===== src/rtl/instr_prefetch_queue.sv =====
// instr_prefetch_queue
//   Sequential instruction prefetcher between the core fetch stage and an
//   instruction memory using a one-outstanding Rd/Done handshake. Returned
//   instructions are buffered with their PCs in a DEPTH-entry FIFO.
//   Redirects flush the FIFO and restart fetch; a read already in flight is
//   allowed to complete and its data is dropped. i_halt blocks new issues.
// Ports
//   i_clk, i_rst_n                  clock, synchronous active-low reset
//   o_mem_rd/o_mem_addr             read request, held until i_mem_done
//   i_mem_data/i_mem_done           read data and one-cycle completion pulse
//   o_instr_valid/o_instr/o_instr_pc FIFO head
//   i_instr_ready                   head consumed when valid && ready
//   i_redirect/i_redirect_pc        flush and restart fetch at target
//   i_halt                          level, blocks issue of new reads
module instr_prefetch_queue #(
  parameter int              DEPTH    = 4,
  parameter int              ADDR_W   = 32,
  parameter logic [ADDR_W-1:0] RESET_PC = '0
) (
  input  logic              i_clk,
  input  logic              i_rst_n,
  output logic              o_mem_rd,
  output logic [ADDR_W-1:0] o_mem_addr,
  input  logic [31:0]       i_mem_data,
  input  logic              i_mem_done,
  output logic              o_instr_valid,
  output logic [31:0]       o_instr,
  output logic [ADDR_W-1:0] o_instr_pc,
  input  logic              i_instr_ready,
  input  logic              i_redirect,
  input  logic [ADDR_W-1:0] i_redirect_pc,
  input  logic              i_halt
);
  localparam int PTR_W = $clog2(DEPTH);
  localparam int CNT_W = PTR_W + 1;

  typedef enum logic [1:0] {IDLE, WAIT, WAIT_DISCARD} state_t;

  state_t            state_q, state_d;
  logic [ADDR_W-1:0] fetch_pc_q, fetch_pc_d;
  logic [ADDR_W-1:0] req_addr_q, req_addr_d;
  logic [CNT_W-1:0]  count_q, count_d;
  logic [PTR_W-1:0]  wr_ptr_q, wr_ptr_d;
  logic [PTR_W-1:0]  rd_ptr_q, rd_ptr_d;
  logic              push, pop;

  logic [31:0]       fifo_instr [DEPTH];
  logic [ADDR_W-1:0] fifo_pc    [DEPTH];

  assign o_mem_rd      = (state_q != IDLE);
  assign o_mem_addr    = req_addr_q;
  assign o_instr_valid = (count_q != '0);
  assign o_instr       = fifo_instr[rd_ptr_q];
  assign o_instr_pc    = fifo_pc[rd_ptr_q];
  assign pop           = o_instr_valid && i_instr_ready;

  always_comb begin
    state_d    = state_q;
    fetch_pc_d = fetch_pc_q;
    req_addr_d = req_addr_q;
    push       = 1'b0;
    unique case (state_q)
      IDLE: begin
        if (i_redirect) begin
          fetch_pc_d = i_redirect_pc;
        end else if (!i_halt && (count_q < CNT_W'(DEPTH))) begin
          // Slot is reserved here, so the eventual push can never overflow.
          req_addr_d = fetch_pc_q;
          state_d    = WAIT;
        end
      end
      WAIT: begin
        if (i_redirect) begin
          fetch_pc_d = i_redirect_pc;
          state_d    = i_mem_done ? IDLE : WAIT_DISCARD;
        end else if (i_mem_done) begin
          push       = 1'b1;
          fetch_pc_d = req_addr_q + ADDR_W'(4);
          state_d    = IDLE;
        end
      end
      WAIT_DISCARD: begin
        // Stale read still owns the bus; keep tracking the newest redirect.
        if (i_redirect) fetch_pc_d = i_redirect_pc;
        if (i_mem_done) state_d = IDLE;
      end
      default: state_d = IDLE;
    endcase
  end

  always_comb begin
    count_d  = count_q;
    wr_ptr_d = wr_ptr_q;
    rd_ptr_d = rd_ptr_q;
    if (i_redirect) begin
      count_d  = '0;
      wr_ptr_d = '0;
      rd_ptr_d = '0;
    end else begin
      if (push) wr_ptr_d = wr_ptr_q + PTR_W'(1);
      if (pop)  rd_ptr_d = rd_ptr_q + PTR_W'(1);
      if (push && !pop)      count_d = count_q + CNT_W'(1);
      else if (pop && !push) count_d = count_q - CNT_W'(1);
    end
  end

  always_ff @(posedge i_clk) begin
    if (!i_rst_n) begin
      state_q    <= IDLE;
      fetch_pc_q <= RESET_PC;
      req_addr_q <= RESET_PC;
      count_q    <= '0;
      wr_ptr_q   <= '0;
      rd_ptr_q   <= '0;
    end else begin
      state_q    <= state_d;
      fetch_pc_q <= fetch_pc_d;
      req_addr_q <= req_addr_d;
      count_q    <= count_d;
      wr_ptr_q   <= wr_ptr_d;
      rd_ptr_q   <= rd_ptr_d;
    end
  end

  // Storage needs no reset: count_q gates visibility of every entry.
  always_ff @(posedge i_clk) begin
    if (push) begin
      fifo_instr[wr_ptr_q] <= i_mem_data;
      fifo_pc[wr_ptr_q]    <= req_addr_q;
    end
  end
endmodule


===== config.mk =====
export PLATFORM = sky130hd
export DESIGN_NAME = instr_prefetch_queue
export DESIGN_NICKNAME = d
export VERILOG_FILES = /design/src/rtl/instr_prefetch_queue.sv
export SDC_FILE = /design/constraint.sdc
export NUM_CORES = 1
export LEC_CHECK = 0
export BUFFER_PORTS_ARGS = -buffer_cell sky130_fd_sc_hd__buf_2
export CAP_MARGIN = 15
export CORE_ASPECT_RATIO = 1.4
export CORE_UTILIZATION = 45
export CTS_BUF_LIST = sky130_fd_sc_hd__clkbuf_8
export CTS_CLUSTER_SIZE = 30
export DETAILED_ROUTE_END_ITERATION = 10
export GPL_TIMING_DRIVEN = 0
export SLEW_MARGIN = 15
export SYNTH_ARGS = -nofsm -noshare
export SYNTH_HDL_FRONTEND = slang
export SYNTH_SLANG_ARGS = --single-unit

===== constraint.sdc =====
create_clock -name i_clk -period 3.7 [get_ports i_clk]
set_input_delay 0.185 -clock i_clk [delete_from_list [all_inputs] [get_ports i_clk]]
set_output_delay 0.185 -clock i_clk [all_outputs]
set_load 0.05 [all_outputs]

==> metrics.csv <==
stage,metric,value,unit
floorplan,num rows,72,
timing,endpoints failing setup,0,
placement,IO buf count,166,
global_route,antenna violations before repair,0,
drt,initial DRC count,423,
drt,Vias,7793,
placement,Final HPWL DP,18600,um
synthesis,top cell type's share of synthesized area,60.0,%
clock_tree,"Setup Fix Bufs, Post-CTS",0,
timing,final worst-path cycle share,90.4,%
finish,layout cell share with drive strength beyond 1,29.5,%
global_route,total grt overflow,0,
floorplan,Die ar.,29200,sq um
floorplan,Die Ht,202,um
power,pwr dens,461,nW/um^2
synthesis,prevailing post-synth register cell,edfxtp_1,
floorplan,Core ar.,27800,sq um
synthesis,syn nets,859,
drt,WL per Instance,19.9,um
synthesis,synthesized instance count,782,
setup_path,Critical Path RT,4.20,ns
floorplan,die extent in x,145,um
global_route,first-pass GRT wire length,44800,um
timing,RSZ-0062 raised after global routing,false,
clock_tree,CTS Buf Count,50,
synthesis,Seq cells post-synth,331,
setup_path,WS Path Type,register to register,
setup_path,Most Frequent Cell on Critical Path,clkbuf_1,
clock_tree,post_cts resized,0,
min_path,hold path depth,4,
setup_path,Worst path max stage delay,0.59,ns
setup_path,critical path's top delay family,simple AND/OR/NAND/NOR gates,
setup_path,"slowest stage cell, crit path",nor2_1,
synthesis,Yosys cell types,54,
synthesis,ys async rst share,0,%
clock_tree,Root Driver,clkbuf_8,
placement,Placed Instances,1322,
global_route,vias in the first global route,7955,
clock_tree,buffer depth of the longest clock path,3,
global_route,GRT Overall Usage,20.7,%
run_status,status,"finished, final reports clean",
timing,Slew @ Worst Pin,1.10,ns
clock_tree,H-tree depth,2,
drt,# DRC,0,
finish,synth-to-layout area growth,23.7,%
drt,routed wire length,29400,um
floorplan,initial core utilization,46.0,%
synthesis,Synth area leaders,"edfxtp_1, dfxtp_1, mux4_2, nand2_1, a21oi_1",
clock_tree,Clock Latency Late Sink,0.57,ns
timing,post-route setup TNS,0,ns
floorplan,I/O pins,168,
setup_path,worst reg2reg path depth,10,
power,maximum VDD drop,0.241,mV
min_path,worst min-delay path category,input pin to register,
drt,drt first pass iters,6,
setup_path,Stages on worst setup path,10,
run,Max-Cap Viols,0,
setup_path,crit path buf inv count,3,
drt,vias per inst,5.27,
timing,max-slew violations,0,
placement,RD Place Congestion,0.830,
timing,"Hold Vio Cnt, Final",0,
setup_path,Worst EP arrival,3.84,ns
synthesis,"EDFF count, synth",256,
synthesis,cell taking the most area after synthesis,edfxtp_1,
finish,"commonest non-fill, non-tap cell in the layout",edfxtp_1,
clock_tree,clock sinks,331,
setup_path,worst path cell trace,nand2b_1 -> clkbuf_1 -> nor2_1 -> clkbuf_1 -> ha_1 -> inv_1 -> fa_1 -> xor2_1 -> or3_1 -> a21oi_1,
finish,highest-count cells in the layout ignoring fill and taps,"edfxtp_1, buf_2, nand2_1",
drt,DRT antenna net count,0,
setup_path,Crit Path Max Fanout,10,
clock_tree,"Reg clk slew, reported paths",0.06,ns
setup_path,kind of end point of the critical path,register,
finish,antenna cells,0,
finish,Fill cells,2256,
timing,FMAX,299,MHz
synthesis,Ys Warns,0,
finish,Layout Cells excl Fill,1480,
setup_path,Setup crit start kind,register,
clock_tree,CTS tree,yes,
synthesis,Mapped Avg Cell Area,16.4,sq um
timing,Worst Skew,0.0104,ns
timing,clock period minus final worst setup slack,3.34,ns
global_route,largest net degree at the start of global routing,48,
timing,Max-slew headroom,25.8,%
synthesis,"Seq/Total Area, Yosys",71.7,%
power,LEAKAGE,0.00548,uW
finish,Nets,1146,
synthesis,mapped cell area,12800,sq um
state kept, by name, summed over array words and instances, names as in the netlist, named ones only:
| signal | cells |
|---|---|
| fifo_pc | 128 |
| wr_ptr_q | 2 |
| o_mem_addr | 32 |
| count_q | 3 |
| fifo_instr | 128 |
| state_q | 2 |
| fetch_pc_q | 32 |
| rd_ptr_q | 2 |
Yosys cell counts, drive strengths merged (3+ instances only):
cell	number
edfxtp	256
xnor2	9
o211ai	7
a21oi	51
buf	12
nor4	7
mux2i	4
ha	6
a311oi	3
clkbuf	34
nand2	92
nor3	13
nor2	23
mux4	64
or3	8
o21ai	17
and3	4
dfxtp	75
a32oi	11
nand4	10
nand3	20
inv	6
o22ai	4
xor2	18
layer usage:
metal | vias up | global-route usage (%) | wire (um)
met5 | - | 0 | 0
met3 | 46 | 3.88 | 1540
li1 | 3627 | - | -
met4 | 0 | 7.26 | 708
met2 | 228 | 35.8 | 15300
met1 | 3892 | 25.7 | 11900
kinds of logic (layout without fill, tap and decap cells):
| family | after synthesis | count (layout) | synth area share (%) |
|---|---|---|---|
| AND/OR/NAND/NOR | 190 | 190 | 7.13 |
| buffers and inverters | 53 | 381 | 1.90 |
| multiplexers | 69 | 69 | 11.6 |
| AO/OA/AOI/OAI | 105 | 105 | 5.06 |
| adder cells (fa/ha/maj) | 7 | 7 | 0.742 |
| XOR/XNOR | 27 | 27 | 1.84 |
| flip-flops | 331 | 331 | 71.7 |
where the power goes:
part | internal (uW) | switching [uW] | leakage, uW
registers | 4030 | 42.0 | 0.00296
logic | 154 | 243 | 0.00194
clock network | 1480 | 1350 | 0.000574
total | 5660 | 1640 | 0.00548
path summary, 6_finish.rpt:
check                         start             end  slack (ns)
hold reg to reg      fetch_pc_q[10]  o_mem_addr[10]        0.45
hold / removal    i_redirect_pc[10]  fetch_pc_q[10]         0.1
setup reg to reg         state_q[0]      count_q[2]        0.36
setup / recovery         state_q[0]      count_q[2]        0.36
metrics by stage:
step	cell area, sq um	hold slack [ns]	setup slack (ns)	util, %	total power [uW]
detailed placement	14200	0.397	0.415	51.2	4500
floorplan	12800	0.262	1.12	-	4360
finish	15900	0.0984	0.357	56.9	7300
CTS	15900	0.0624	0.407	56.9	7380
global route	15900	0.112	0.203	56.9	7580
global placement	14100	0.395	-0.362	50.7	4490
tightest hold or removal path, delay by kind of cell:
| family | cells | cell delay (ns) |
|---|---|---|
| AOI/OAI and AO/OA | 2 | 0.20 |
| buffers and inverters | 1 | 0.10 |
| and+or+nand+nor | 1 | 0.13 |
cell type report:
cell class	count	area [sq um]	share of cell area [%]
Clock inverter	36	173	1.09
Buffer	46	218	1.37
Inverter	7	26.3	0.166
Tap cell	370	463	2.92
Timing Repair Buffer	235	1590	10.0
Clock buffer	57	785	4.95
Sequential cell	331	9190	58.0
Multi-Input combinational cell	398	3410	21.5
repair_timing:
action	in CTS	in global routing
endpoints found under the hold margin	163	0
hold buffers	65	0
endpoints found under the setup margin	0	0
Power figures use the tool's default switching activity.
